## config.mk

```make
export PLATFORM = sky130hd
export DESIGN_NAME = fifo_access_sched_flat
export DESIGN_NICKNAME = d
export VERILOG_FILES = /design/src/rtl/fifo_access_sched_if.sv /design/src/rtl/fifo_access_sched.sv /design/src/flat_wrapper.sv
export SDC_FILE = /design/constraint.sdc
export NUM_CORES = 1
export LEC_CHECK = 0
export ABC_CLOCK_PERIOD_IN_PS = 3000
export CORE_MARGIN = 3
export CORE_UTILIZATION = 41
export DETAILED_ROUTE_END_ITERATION = 8
export GPL_TIMING_DRIVEN = 0
export MAX_ROUTING_LAYER = met4
export PLACE_DENSITY = 0.9
export SETUP_SLACK_MARGIN = 0.3
export SLEW_MARGIN = 15
export SYNTH_ARGS = -nofsm -noshare
export SYNTH_HDL_FRONTEND = slang
export SYNTH_SLANG_ARGS = --single-unit
```

## constraint.sdc

```tcl
create_clock -name clk -period 3 [get_ports clk]
set_clock_uncertainty 0.1 [all_clocks]
set_input_delay 0.3 -clock clk [delete_from_list [all_inputs] [get_ports clk]]
set_output_delay 0.3 -clock clk [all_outputs]
set_load 0.02 [all_outputs]
```

## src/rtl/fifo_access_sched_if.sv

```systemverilog
// Bundle of producer, consumer and FIFO-port signals owned by fifo_access_sched.
// The slave modport is the scheduler's view; master is the surrounding system.
interface fifo_access_sched_if #(
    parameter int unsigned N_REQ  = 4,
    parameter int unsigned DATA_W = 8,
    parameter int unsigned CNT_W  = 5
);
    logic [N_REQ-1:0]        req;
    logic [N_REQ*DATA_W-1:0] wdata;
    logic [N_REQ-1:0]        gnt;
    logic                    rd_req;
    logic                    rd_gnt;
    logic [DATA_W-1:0]       rd_data;
    logic                    rd_valid;
    logic                    fifo_wr_en;
    logic [DATA_W-1:0]       fifo_din;
    logic                    fifo_rd_en;
    logic [DATA_W-1:0]       fifo_dout;
    logic [CNT_W-1:0]        count;
    logic                    sched_full;
    logic                    sched_empty;

    modport slave (
        input  req, wdata, rd_req, fifo_dout,
        output gnt, rd_gnt, rd_data, rd_valid, fifo_wr_en, fifo_din, fifo_rd_en,
               count, sched_full, sched_empty
    );

    modport master (
        output req, wdata, rd_req, fifo_dout,
        input  gnt, rd_gnt, rd_data, rd_valid, fifo_wr_en, fifo_din, fifo_rd_en,
               count, sched_full, sched_empty
    );
endinterface

```

## src/rtl/fifo_access_sched.sv

```systemverilog
// Owns both ports of the shift-register FIFO: round-robin write arbitration among
// N_REQ producers, one consumer, never a read and a write in the same cycle.
module fifo_access_sched #(
    parameter int unsigned N_REQ  = 4,
    parameter int unsigned DATA_W = 8,
    parameter int unsigned DEPTH  = 16,
    parameter int unsigned CNT_W  = 5
) (
    input  logic                clk,
    input  logic                reset,
    fifo_access_sched_if.slave  bus
);
    localparam int unsigned PTR_W = (N_REQ > 1) ? $clog2(N_REQ) : 1;

    typedef enum logic [1:0] {
        ISSUE_NONE = 2'd0,
        ISSUE_WR   = 2'd1,
        ISSUE_RD   = 2'd2
    } issue_e;

    typedef enum logic {
        LC_RD = 1'b0,
        LC_WR = 1'b1
    } conflict_e;

    issue_e            issue_q, issue_d;
    conflict_e         last_conflict_q, last_conflict_d;
    logic [CNT_W-1:0]  count_q, count_d;
    logic [PTR_W-1:0]  rr_ptr_q, rr_ptr_d;
    logic [DATA_W-1:0] fifo_din_q, fifo_din_d;
    logic              rd_pend_q;
    logic              rd_valid_q;
    logic [DATA_W-1:0] rd_data_q;

    logic [PTR_W-1:0]  win_idx;
    logic [PTR_W-1:0]  cand_idx;
    logic              win_found;
    logic [DATA_W-1:0] win_data;
    logic              wr_cand;
    logic              rd_cand;

    // Round-robin search starting at rr_ptr, wrapping modulo N_REQ
    always_comb begin
        win_idx   = '0;
        cand_idx  = '0;
        win_found = 1'b0;
        for (int unsigned k = 0; k < N_REQ; k++) begin
            cand_idx = PTR_W'((32'(rr_ptr_q) + k) % N_REQ);
            if (!win_found && bus.req[cand_idx]) begin
                win_found = 1'b1;
                win_idx   = cand_idx;
            end
        end
    end

    always_comb begin
        win_data = '0;
        for (int unsigned i = 0; i < N_REQ; i++) begin
            if (win_idx == PTR_W'(i)) begin
                win_data = bus.wdata[i*DATA_W +: DATA_W];
            end
        end
    end

    assign wr_cand = win_found && (count_q < CNT_W'(DEPTH));
    assign rd_cand = bus.rd_req && (count_q != '0);

    // Issue decision; on a tie, alternate against the last conflict winner
    always_comb begin
        issue_d         = ISSUE_NONE;
        last_conflict_d = last_conflict_q;
        if (wr_cand && rd_cand) begin
            if (last_conflict_q == LC_RD) begin
                issue_d         = ISSUE_WR;
                last_conflict_d = LC_WR;
            end else begin
                issue_d         = ISSUE_RD;
                last_conflict_d = LC_RD;
            end
        end else if (wr_cand) begin
            issue_d = ISSUE_WR;
        end else if (rd_cand) begin
            issue_d = ISSUE_RD;
        end
    end

    always_comb begin
        count_d    = count_q;
        rr_ptr_d   = rr_ptr_q;
        fifo_din_d = fifo_din_q;
        case (issue_d)
            ISSUE_WR: begin
                count_d    = count_q + CNT_W'(1);
                rr_ptr_d   = (win_idx == PTR_W'(N_REQ - 1)) ? '0 : win_idx + PTR_W'(1);
                fifo_din_d = win_data;
            end
            ISSUE_RD: begin
                count_d = count_q - CNT_W'(1);
            end
            default: ;
        endcase
    end

    always_ff @(posedge clk or posedge reset) begin
        if (reset) begin
            issue_q         <= ISSUE_NONE;
            last_conflict_q <= LC_RD;
            count_q         <= '0;
            rr_ptr_q        <= '0;
            fifo_din_q      <= '0;
            rd_pend_q       <= 1'b0;
            rd_valid_q      <= 1'b0;
            rd_data_q       <= '0;
        end else begin
            issue_q         <= issue_d;
            last_conflict_q <= last_conflict_d;
            count_q         <= count_d;
            rr_ptr_q        <= rr_ptr_d;
            fifo_din_q      <= fifo_din_d;
            rd_pend_q       <= (issue_d == ISSUE_RD);
            rd_valid_q      <= rd_pend_q;
            // FIFO head is still the read entry during the strobe cycle
            if (rd_pend_q) begin
                rd_data_q <= bus.fifo_dout;
            end
        end
    end

    assign bus.gnt         = (!reset && issue_d == ISSUE_WR) ? (N_REQ'(1) << win_idx) : '0;
    assign bus.rd_gnt      = !reset && (issue_d == ISSUE_RD);
    assign bus.fifo_wr_en  = (issue_q == ISSUE_WR);
    assign bus.fifo_rd_en  = (issue_q == ISSUE_RD);
    assign bus.fifo_din    = fifo_din_q;
    assign bus.rd_valid    = rd_valid_q;
    assign bus.rd_data     = rd_data_q;
    assign bus.count       = count_q;
    assign bus.sched_full  = (count_q == CNT_W'(DEPTH));
    assign bus.sched_empty = (count_q == '0);
endmodule

```

## src/flat_wrapper.sv

```systemverilog
// flat-port wrapper written by rule: the top's interface ports become plain ports
module fifo_access_sched_flat 
#(
    parameter int unsigned N_REQ  = 4,
    parameter int unsigned DATA_W = 8,
    parameter int unsigned DEPTH  = 16,
    parameter int unsigned CNT_W  = 5
)
  (clk, reset, bus_req, bus_wdata, bus_rd_req, bus_fifo_dout, bus_gnt, bus_rd_gnt, bus_rd_data, bus_rd_valid, bus_fifo_wr_en, bus_fifo_din, bus_fifo_rd_en, bus_count, bus_sched_full, bus_sched_empty);
  fifo_access_sched_if #(.N_REQ(N_REQ), .DATA_W(DATA_W), .CNT_W(CNT_W)) bus_i ();
  input  logic clk;
  input  logic reset;
  input wire logic [$bits(bus_i.req)-1:0] bus_req;
  input wire logic [$bits(bus_i.wdata)-1:0] bus_wdata;
  input wire logic [$bits(bus_i.rd_req)-1:0] bus_rd_req;
  input wire logic [$bits(bus_i.fifo_dout)-1:0] bus_fifo_dout;
  output wire logic [$bits(bus_i.gnt)-1:0] bus_gnt;
  output wire logic [$bits(bus_i.rd_gnt)-1:0] bus_rd_gnt;
  output wire logic [$bits(bus_i.rd_data)-1:0] bus_rd_data;
  output wire logic [$bits(bus_i.rd_valid)-1:0] bus_rd_valid;
  output wire logic [$bits(bus_i.fifo_wr_en)-1:0] bus_fifo_wr_en;
  output wire logic [$bits(bus_i.fifo_din)-1:0] bus_fifo_din;
  output wire logic [$bits(bus_i.fifo_rd_en)-1:0] bus_fifo_rd_en;
  output wire logic [$bits(bus_i.count)-1:0] bus_count;
  output wire logic [$bits(bus_i.sched_full)-1:0] bus_sched_full;
  output wire logic [$bits(bus_i.sched_empty)-1:0] bus_sched_empty;
  assign bus_i.req = bus_req;
  assign bus_i.wdata = bus_wdata;
  assign bus_i.rd_req = bus_rd_req;
  assign bus_i.fifo_dout = bus_fifo_dout;
  assign bus_gnt = bus_i.gnt;
  assign bus_rd_gnt = bus_i.rd_gnt;
  assign bus_rd_data = bus_i.rd_data;
  assign bus_rd_valid = bus_i.rd_valid;
  assign bus_fifo_wr_en = bus_i.fifo_wr_en;
  assign bus_fifo_din = bus_i.fifo_din;
  assign bus_fifo_rd_en = bus_i.fifo_rd_en;
  assign bus_count = bus_i.count;
  assign bus_sched_full = bus_i.sched_full;
  assign bus_sched_empty = bus_i.sched_empty;
  fifo_access_sched #(.N_REQ(N_REQ), .DATA_W(DATA_W), .DEPTH(DEPTH), .CNT_W(CNT_W)) u_core (.clk(clk), .reset(reset), .bus(bus_i));
endmodule
```

; After elaboration in Yosys (flattened, before gate mapping)
; Index checks and enable logic that the tools add are counted.
[totals]
regBits = 28
latch_bits = 0
ram_bits = 0
mem_bits_ro = 0
in_bits = 47
out_inout_bits = 31
word_cells = 72
mem_count = 0
[op_classes]
addsub = 6
multipliers = 0
n_div = 0
order_cmp = 5
n_eq_ne = 8
shift = 1
mux = 28
bitwise_logic = 0
reduce_logical = 16
[ops]
columns = cell, n
row1 = $mux W8, 4
row2 = $mux W2, 9
row3 = $lt A2 B3 Y1 const B, 4
row4 = $pmux W5 S2, 1
row5 = $mux W1, 9
row6 = $bmux W1 S2, 4
row7 = $eq A2 B2 Y1 const B, 4
row8 = $logic_and A1 B1 Y1, 8
row9 = $eq A2 B1 Y1 const B, 3
row10 = $add A5 B1 Y5 const B, 1
row11 = $eq A5 B5 Y1 const B, 1
row12 = $logic_not A5 Y1, 1
row13 = $lt A5 B5 Y1 const B, 1
row14 = $reduce_bool A5 Y1, 1
row15 = $sub A5 B1 Y5 const B, 1
row16 = $add A2 B1 Y2 const B, 2
row17 = $add A2 B2 Y2 const B, 2
row18 = $logic_not A1 Y1, 4
row19 = $mux W4, 1
row20 = $shl A1 B2 Y4 const A, 1
row21 = $logic_not A2 Y1, 1
row22 = $reduce_bool A2 Y1, 1

; Longest topological paths before layout
; Gate-level depths: netlist of the first run.
[logic_depth]
word_depth = 18
depth_mapped = 11
ltp_nobuf = 11

; Worst setup path before layout of the first run
; Ideal clock, no wire load.
[synth_path]
path_type = register to register
start = register u_core.count_q[1] (netlist: u_core.bus.count[1])
end = register u_core.count_q[4] (netlist: u_core.bus.count[4])
setup_time_ns = 0.133
t_arrival_ns = 2.650
required_time_ns = 2.767
setup_slack_ns = 0.117
stages_incl_launch_ff = 11
n_path_buf = 0
period_less_slack_ns = 2.883
cell_sequence = dfrtp_1 > or4_4 > nor2_4 > nor2b_2 > a21o_1 > ha_1 > ha_1 > or2_2 > o22ai_1 > mux2i_1 > o21ai_0
[synth_between]
elab_chain_cells = 7
word_cells_on_any_way = 14
cone_classes = add/sub: 2 / order compare: 1 / eq/ne: 2 / mux: 4 / reduce/logical: 5
[synth_lines]
columns = element, line_no
row1 = start: declaration, fifo_access_sched.sv:28  ; logic [CNT_W-1:0] count_q, count_d;
row2 = start signal: assignment, fifo_access_sched.sv:117  ; count_q <= count_d;
row3 = branches (longest 7 deep; another with $lt A5 B5 Y1), -
; Several ways; the timed one is not identified.
; A chain may end at the register's enable or synchronous reset.

; Worst setup path after layout of the first run
[layout_path]
start = register u_core.count_q[3] (netlist: u_core.bus.count[3])
end = output bus_gnt[1]
[layout_between]
word_cells_on_any_way = 11
cone_classes = order compare: 1 / eq/ne: 1 / mux: 4 / reduce/logical: 5
[layout_lines]
columns = element, line_no
row1 = $lt A5 B5 Y1 / $reduce_bool A5 Y1 (equally long branches), "fifo_access_sched.sv:65, fifo_access_sched.sv:66"
row2 = "$logic_and A1 B1 Y1, on equally long branches", "fifo_access_sched.sv:65, fifo_access_sched.sv:66"
row3 = $mux W2 / $logic_and A1 B1 Y1 (equally long branches), "fifo_access_sched.sv:80, fifo_access_sched.sv:72"
row4 = $mux W2 (*), fifo_access_sched.sv:72  ; if (wr_cand && rd_cand) begin
row5 = named net u_core.issue_d[0], fifo_access_sched.sv:26  ; issue_e issue_q, issue_d;
row6 = $eq A2 B1 Y1 (*), fifo_access_sched.sv:129  ; assign bus.gnt = (!reset && issue_d == ISSUE_WR) ? (N_REQ'(1) << win_idx) : '0;
row7 = $logic_and A1 B1 Y1 (*), fifo_access_sched.sv:129
row8 = $mux W4 (*), fifo_access_sched.sv:129
row9 = end: declaration, flat_wrapper.sv:17  ; output wire logic [$bits(bus_i.gnt)-1:0] bus_gnt;
; The timed path passes the listed nets; every way through them passes the cells marked *.

==> impl_metrics.ini, run 1 <==
[placed_design]
dp.cells = 310
place_ws_ns = -0.334
port_buffers = 77
hpwlAfterDp_um = 3450
place_congestion = 0.810

[cells_and_area]
num-nets-final = 338
fin_cells = 328
nFillCells = 276
regArea_um2 = 704
antenna_cells = 0
drive_gt1_share_pct = 22.1
syn_to_final_growth_pct = 66.7
multi_input_area_um2 = 982

[route]
routed_via_density = 5.14
drc = 0
drt-wirelength-per-cell_um = 14.5
vias = 1685
drt_first_pass_iters = 4
drt_iter0_markers = 44
drtAntennaViolNets = 0
drt_wl_total_um = 4770

[floorplanning]
die_w_um = 70.0
dieArea_um2 = 4910
die_y_um = 70.0
ios = 78
start_util_pct = 44.3
core_area_um2 = 3800
num_rows = 22

[sta]
maxSlewHeadroom_pct = 31.5
drv_slew = 0
fmax_mhz = 374
setup_viol = 0
worstMarginPinSlew_ns = 1.03
whs_ns = 0.294
fin_ws_ns = 0.323
final-hold-violation-count = 0
period_needed_ns = 2.68
fin_crit_sh_pct = 89.2
rsz0062_at_grt = true

[global_routing]
grt_pass1_vias = 1708
grt_max_degree = 29
grt_pass1_wl_um = 7650
track_usage_pct = 19.1
antenna_found_initial = 0
overflow = 0

[cts]
h-tree-depth = 1
cts_buffers = 3
clock_latency_ns = 0.27
clockRootBuffer = clkbuf_8
cts_tree = built
cts.path.max_buffers = 2
cts.sinks = 28
clk_pin_slew_ns = 0.10

[setup_path]
r2r_start = u_core.bus.count[3]$_DFFE_PP0P_
critPathLaunch = u_core.bus.count[3]$_DFFE_PP0P_
cp_max_fo = 4
critical_path_class = reg2out
cp_data_arrival_time_ns = 2.28
cp-end-kind = primary output
critPathRequiredTime_ns = 2.60
start_kind = flop

[pwr]
leakagePower_nw = 1.26
power.density_nw_per_um2 = 1060
ir_drop_uv = 696

[synthesis]
synth-seq-area-share_pct = 41.7
synthCells = 185
yosys.area.top_type = dfrtp_1
ys_ff_latch = 28
synth_ff_type = dfrtp_1
synth.area.top_cells = dfrtp_1 (42%), a21oi_1 (8.9%), ha_1 (6.7%)
synth_fp_nets = 242
async_flop_share_pct = 100
synth.top_cell.area_share_pct = 41.7
ys_types = 33
ys_warn_count = 0
syn_area_um2 = 1680
syn_avg_cell_area_um2 = 9.09
synth_edf_count = 0

[job]
drv_cap = 0

[status]
status = complete, no violations

[min_path]
hp-start = u_core.rd_pend_q$_DFF_PP0_
hold_class = reg2reg
==> power breakdown <==
part           internal [mW]  switching, mW  leakage [nW]  total [mW]
logic                  0.970          0.982         0.897        1.95
registers              0.579          0.140         0.328       0.719
clock network          0.179          0.120        0.0357       0.299
total                   1.73           1.24          1.26        2.97
==> path summary, 6_finish.rpt <==
check | to | slack [ns] | cells after the start
setup / recovery | bus_gnt[1] | 0.32 | 8
hold / removal | u_core.bus.rd_valid$_DFF_PP0_ | 0.29 | 0
setup reg to reg | u_core.bus.count[3]$_DFFE_PP0P_ | 0.35 | 10
hold reg to reg | u_core.bus.rd_valid$_DFF_PP0_ | 0.29 | 0
max in group asynchronous | u_core.bus.count[2]$_DFFE_PP0P_ | 1.49 | 2
min in group asynchronous | u_core.bus.count[0]$_DFFE_PP0P_ | 0.62 | 2
==> worst max-delay path: stages (launching register included) <==
cell	delay [ns]
dfrtp_1	0.40
or4_4	0.56
nor2_4	0.13
nor2b_2	0.07
a21oi_2	0.18
ha_2	0.21
nor2b_4	0.17
and2_1	0.14
buf_4	0.14
==> per-stage QoR <==
| step | TNS, ns | cell area (µm²) | utilization (%) | power (mW) |
|---|---|---|---|---|
| 2_1_floorplan | 0 | 1740 | - | 1.81 |
| 3_3_place_gp | -0.700 | 2570 | 67.6 | 2.39 |
| 3_5_place_dp | -1.05 | 2570 | 67.6 | 2.46 |
| 4_1_cts | 0 | 2720 | 71.6 | 2.87 |
| 5_1_grt | 0 | 2800 | 73.8 | 3.18 |
| 6_report | 0 | 2800 | 73.8 | 2.97 |
==> cells by family (layout without fill, tap and decap cells) <==
logic type	after synthesis	in the layout	synth area share (%)
buf+inv	27	122	6.32
fa+ha+maj	10	10	7.89
simple gates	44	44	13.0
mux	12	12	7.81
xor+xnor	4	4	2.08
flops	28	28	41.7
compound gates	60	60	21.2
==> cells in the final DEF (no fill, tap or decap), types with 2 or more instances in the layout <==
master           Yosys  routed
a21o_1               2       2
a21oi_1             30      28
a21oi_2              0       2
a22oi_1              8       8
and2_1               4       3
buf_2                4       4
buf_4                0      18
clkbuf_1             6       3
clkbuf_2             0       3
clkbuf_8             0       3
clkdlybuf4s50_1      0      69
dfrtp_1             28      25
dfrtp_2              0       3
dlymetal6s2s_1       0       2
ha_1                 9       5
ha_4                 0       3
inv_1               16      16
mux2_2               9       9
mux2i_1              3       3
nand2_1             12      12
nand2b_1             2       2
nor2_1              15      15
nor2b_1              4       2
nor2b_4              0       2
o21a_1               2       2
o21ai_0             12      10
o21ai_1              0       2
xor2_1               3       3
==> cell usage after synthesis, types with 2 or more instances <==
library cell  count
nor3_1            2
and2_1            4
inv_1            16
o21a_1            2
a21oi_1          30
mux2i_1           3
nand2_1          12
nor2b_1           4
o21ai_0          12
a22oi_1           8
nor2_1           15
xor2_1            3
a21o_1            2
buf_2             4
ha_1              9
clkbuf_1          6
mux2_2            9
dfrtp_1          28
nand2b_1          2
==> repair_timing <==
item / 4_1_cts / 5_1_grt
pin swaps: 2 / 9
setup endpoints to repair: 7 / 8
hold buffers: 0 / 0
gates resized for setup: 28 / 22
setup buffers: 9 / 5
endpoints found under the hold margin: 0 / 0
==> final cells by class <==
cell class	instances	share of cell area [%]
timing repair buffer	91	31.0
sequential	28	25.1
multi-input combinational	130	35.0
clock inverter	1	1.07
inverter	16	2.14
tap	48	2.14
buffer	11	2.01
clock buffer	3	1.47
==> flip-flops by register name (all words and copies together) (netlist names) <==
register and count:
u_core.bus.fifo_din 8, u_core.bus.rd_data 8, u_core.bus.count 5, u_core.issue_q 2, u_core.rr_ptr_q 2, u_core.bus.rd_valid 1
u_core.last_conflict_q 1, u_core.rd_pend_q 1
==> layer usage <==
metal  wire, µm  vias to the layer above  GRT usage [%]
li1           -                      831              -
met4         57                        0           5.11
met5          0                        -              -
met2       2430                       55           32.6
met3        227                        6           2.30
met1       2060                      793           24.1
Note: power is estimated with default switching activity, not from simulation.
==> run 2: changes to the inputs <==
- CORE_ASPECT_RATIO: default -> 0.9
==> run 2 against run 1 <==
Compared with the run above:
- count of clock-buffer cells in the layout unchanged
- critical path depth unchanged
- fmax increased by 1.2%
- cell count decreased by 2.1%
- via count decreased by 0.36%
- clock power decreased by 1%
- die area about the same
- combinational power decreased by 6%
- register-to-register slack improved by 0.02 ns
- cell area decreased by 2.2%
- critical endpoint is now bus_gnt[3]
- largest cell class unchanged
- highest routed layer is now met3
==> impl_metrics.ini, run 2 (synthesis results as in run 1) <==
[status]
status = complete, no violations

[pwr]
ir_drop_uv = 917
p_int_mw = 1.67
p_sw_mw = 1.17
power.density_nw_per_um2 = 1040
power.share.clock_pct = 10.4
leakagePower_nw = 1.22
finalPower_mw = 2.84
p_seq_share_pct = 25.1
p_comb_share_pct = 64.5
netSwitchingFraction_pct = 41.1

[global_routing]
grt_max_degree = 29
grt_pass1_wl_um = 6730
antenna_found_initial = 0
overflow = 0
track_usage_pct = 17.9
grt_pass1_vias = 1490

[sta]
fmax_mhz = 378
rsz0062_at_grt = true
maxSlewHeadroom_pct = 31.3
whs_ns = 0.275
final-hold-violation-count = 0
period_needed_ns = 2.64
worstMarginPinSlew_ns = 1.03
fin_crit_sh_pct = 88.1
drv_slew = 0
fin_ws_ns = 0.356
fin_tns_setup_ns = 0
setup_viol = 0

[cells_and_area]
fin_cells = 321
drive_gt1_share_pct = 19.6
nFillCells = 315
layout.cells.most_common = clkdlybuf4s50_1
syn_to_final_growth_pct = 62.9
multi_input_area_um2 = 957
regArea_um2 = 706
num-nets-final = 333
layout_common_cells = clkdlybuf4s50_1 (69), a21oi_1 (28), dfrtp_1 (24)
post-route-util_pct = 71.4
antenna_cells = 0
final_cell_area_um2 = 2740

[floorplanning]
dieArea_um2 = 4910
ios = 78
start_util_pct = 43.8
num_rows = 21
core_area_um2 = 3840
die_y_um = 66.8
die_w_um = 73.5

[setup_path]
max_stage_delay_ns = 0.55
start_kind = flop
cp-end-kind = primary output
critPathRequiredTime_ns = 2.60
cp_data_arrival_time_ns = 2.24
cp_max_fo = 4
critical_path_class = reg2out
slowest_stage = or4_4
path_cells = or4_4 -> nor2_4 -> nor2b_2 -> a21oi_2 -> ha_2 -> nor2b_4 -> and2_1 -> buf_4

[route]
vias = 1679
drt_first_pass_iters = 4
drc = 0
drtAntennaViolNets = 0
routed_via_density = 5.23
drt_iter0_markers = 137
drt_wl_total_um = 4460
drt-wirelength-per-cell_um = 13.9

[placed_design]
port_buffers = 77
placed_cell_area_um2 = 2560
dp.cells = 308
place_ws_ns = -0.339
place_congestion = 0.830
hpwlAfterDp_um = 3440

[cts]
cts.path.max_buffers = 2
clk_pin_slew_ns = 0.09
cts_buffers = 3
h-tree-depth = 1
clockRootBuffer = clkbuf_8
clock_latency_ns = 0.27
cts_tree = built
cts.sinks = 28
ctsHoldBuffers = 0

[job]
drv_cap = 0

[min_path]
hold_class = reg2reg
[run 2: cell type report]
cell class              instances  share of cell area, %
clock buffers                   3                   1.51
multi-input cells             130                   34.9
inverters                      16                   2.19
repair buffers                 86                   30.2
flip-flops and latches         28                   25.8
clock inverters                 1                   1.10
plain buffers                  11                   2.19
well taps                      46                   2.10
[run 2: repair_timing]
action / CTS / global route
setup buffers: 1 / 8
endpoints found under the setup margin: 6 / 7
resized for setup: 28 / 15
pin swaps: 0 / 6
cloned: 0 / 0
[run 2: per-layer routing]
layer | GRT usage [%] | wire length (µm) | vias up | share of wire (%)
li1 | - | - | 814 | -
met1 | 22.4 | 1880 | 805 | 42
met2 | 31.1 | 2290 | 60 | 51
met3 | 4.22 | 290 | 0 | 6.5
met4 | 0.679 | 0 | 0 | 0
met5 | - | 0 | - | 0
[run 2: worst max-delay path: cells and delay by family (launching register included)]
kind / cells / cell delay (ns)
buffers and inverters: 1 / 0.14
adders and majority gates: 1 / 0.19
DFF: 1 / 0.43
and+or+nand+nor: 5 / 1.06
AOI/OAI and AO/OA: 1 / 0.15
[run 2: path summary, 6_finish.rpt]
| kind | startpoint | endpoint | slack [ns] | depth (start not counted) |
|---|---|---|---|---|
| setup / recovery | u_core.bus.count[1]$_DFFE_PP0P_ | bus_gnt[3] | 0.36 | 8 |
| hold / removal | u_core.rd_pend_q$_DFF_PP0_ | u_core.bus.rd_valid$_DFF_PP0_ | 0.28 | 0 |
| setup reg to reg | u_core.bus.count[1]$_DFFE_PP0P_ | u_core.bus.count[4]$_DFFE_PP0P_ | 0.37 | 9 |
| hold reg to reg | u_core.rd_pend_q$_DFF_PP0_ | u_core.bus.rd_valid$_DFF_PP0_ | 0.28 | 0 |
| max in group asynchronous | reset | u_core.bus.count[2]$_DFFE_PP0P_ | 1.51 | 2 |
| min in group asynchronous | reset | u_core.bus.rd_data[3]$_DFFE_PP0P_ | 0.60 | 2 |
[run 2: power by group through the flow]
stage,clock network (mW),logic [mW],registers [mW]
after floorplan,0,0.916,0.895
after global placement,0,1.66,0.719
after detailed placement,0,1.72,0.730
after CTS,0.300,1.75,0.719
after global routing,0.316,2.00,0.738
final,0.295,1.83,0.713
==> run 3: changes to the inputs <==
- ABC_CLOCK_PERIOD_IN_PS: 3000 -> 2900
- clock period: 3 -> 2.9 ns (I/O delays scaled with it)
==> run 3 against run 2 <==
Compared with the run above:
- count of clock-buffer cells in the layout stayed put
- cell area rose by 2.1%
- critical path depth grew 2
- power grew 6.1%
- global-route usage is 0.28 points higher
- via count fell by 0.66%
- setup slack worse by 0.078 ns
- first-iteration DRC count down 60%
- clock power up 3%
- critical endpoint is now u_core.bus.count[4]$_DFFE_PP0P_
- largest cell class unchanged
- highest routed layer is now met4
==> impl_metrics.ini, run 3 (synthesis results as in run 1) <==
[sta]
whs_ns = 0.281
drv_slew = 0
final-hold-violation-count = 0
fmax_mhz = 381
period_needed_ns = 2.62
rsz0062_at_grt = true
setup_viol = 0
fin_crit_sh_pct = 90.4
maxSlewHeadroom_pct = 33.8
worstMarginPinSlew_ns = 0.986

[route]
vias = 1668
drt_wl_total_um = 4470
drt_iter0_markers = 55
drc = 0
drt_first_pass_iters = 4
drt-wirelength-per-cell_um = 13.7
drtAntennaViolNets = 0
routed_via_density = 5.12

[setup_path]
start_kind = flop
max_stage_delay_ns = 0.57
cp-end-kind = flop
slowest_stage = or4_4
critical_path_class = reg2reg
crit_top_cell = ha_4
ff2ff_setup_slack_ns = 0.28
path_cells = or4_4 -> nor2_4 -> nor2b_2 -> a21o_1 -> ha_4 -> ha_4 -> or2_4 -> o22ai_2 -> mux2i_1 -> o21ai_1
ff2ff_path_depth = 10
cp_data_arrival_time_ns = 2.68
cp_max_fo = 6
critPathRequiredTime_ns = 2.96

[global_routing]
antenna_found_initial = 0
track_usage_pct = 18.2
grt_max_degree = 29
overflow = 0
grt_pass1_vias = 1640
grt_pass1_wl_um = 6930

[min_path]
min_delay_path_depth = 0
hold_class = reg2reg

[status]
status = complete, no violations

[cells_and_area]
nFillCells = 301
layout_common_cells = clkdlybuf4s50_1 (68), a21oi_1 (28), dfrtp_1 (24)
antenna_cells = 0
num-nets-final = 338
final_cell_area_um2 = 2800
syn_to_final_growth_pct = 66.4
layout.cells.most_common = clkdlybuf4s50_1
drive_gt1_share_pct = 22.9
regArea_um2 = 706
multi_input_area_um2 = 970

[floorplanning]
start_util_pct = 43.8
ios = 78
core_area_um2 = 3840
num_rows = 21
die_y_um = 66.8
dieArea_um2 = 4910
die_w_um = 73.5

[cts]
clockRootBuffer = clkbuf_8
cts_buffers = 3
ctsHoldBuffers = 0
clk_pin_slew_ns = 0.10
cts.sinks = 28
clock_latency_ns = 0.27
h-tree-depth = 1
cts_tree = built
cts.path.max_buffers = 2

[pwr]
ir_drop_uv = 878
leakagePower_nw = 1.26
power.density_nw_per_um2 = 1080

[placed_design]
port_buffers = 77
place_congestion = 0.834
hpwlAfterDp_um = 3320
placed_cell_area_um2 = 2570

[job]
drv_cap = 0
## run 3: cell type report
| class | count | share of cell area, % |
|---|---|---|
| sequential | 28 | 25.2 |
| timing repair buffer | 91 | 31.1 |
| inverter | 16 | 2.15 |
| multi-input combinational | 130 | 34.6 |
| tap | 46 | 2.06 |
| clock inverter | 1 | 1.07 |
| clock buffer | 3 | 1.48 |
| buffer | 11 | 2.28 |
## run 3: repair_timing
action                                  4_1_cts  5_1_grt
endpoints found under the setup margin        7        8
pin swaps                                     5        3
setup buffers                                11        3
gates resized for setup                      38       20
## run 3: per-layer routing
layer  track usage [%]  wire [µm]
met5                 -          0
met4              3.17         38
met2              31.7       2190
met3              3.92        336
met1              21.8       1910
## run 3: metrics by stage
stage	setup WS (ns)	power, mW	std cells	utilization, %	TNS [ns]
after floorplan	0.216	1.88	185	-	0
after global placement	-0.355	2.47	308	66.9	-1.20
after detailed placement	-0.445	2.53	308	66.9	-1.72
after CTS	0.290	2.97	323	71.6	0
after global routing	0.174	3.24	326	73.0	0
final	0.278	3.02	326	73.0	0
## run 3: path summary, 6_finish.rpt
kind / from / end
min in group asynchronous: reset / u_core.bus.count[4]$_DFFE_PP0P_
worst max register to register: u_core.bus.count[3]$_DFFE_PP0P_ / u_core.bus.count[4]$_DFFE_PP0P_
max in group asynchronous: reset / u_core.bus.count[1]$_DFFE_PP0P_
worst min-delay path: u_core.rd_pend_q$_DFF_PP0_ / u_core.bus.rd_valid$_DFF_PP0_
worst max-delay path: u_core.bus.count[3]$_DFFE_PP0P_ / u_core.bus.count[4]$_DFFE_PP0P_
worst min register to register: u_core.rd_pend_q$_DFF_PP0_ / u_core.bus.rd_valid$_DFF_PP0_
## run 3: where the power goes
group          total [mW]  internal, mW  switching [mW]  leakage [nW]
clock               0.305         0.185           0.120        0.0357
sequential          0.735         0.600           0.134         0.327
combinational        1.98         0.998           0.978         0.894
## run 3: worst max-delay path: cells and delay by family (launching register included)
family,cells,cell delay [ns]
AND/OR/NAND/NOR,4,1.00
adder cells (fa/ha/maj),2,0.38
AO/OA/AOI/OAI,3,0.39
multiplexers,1,0.21
flip-flops,1,0.41
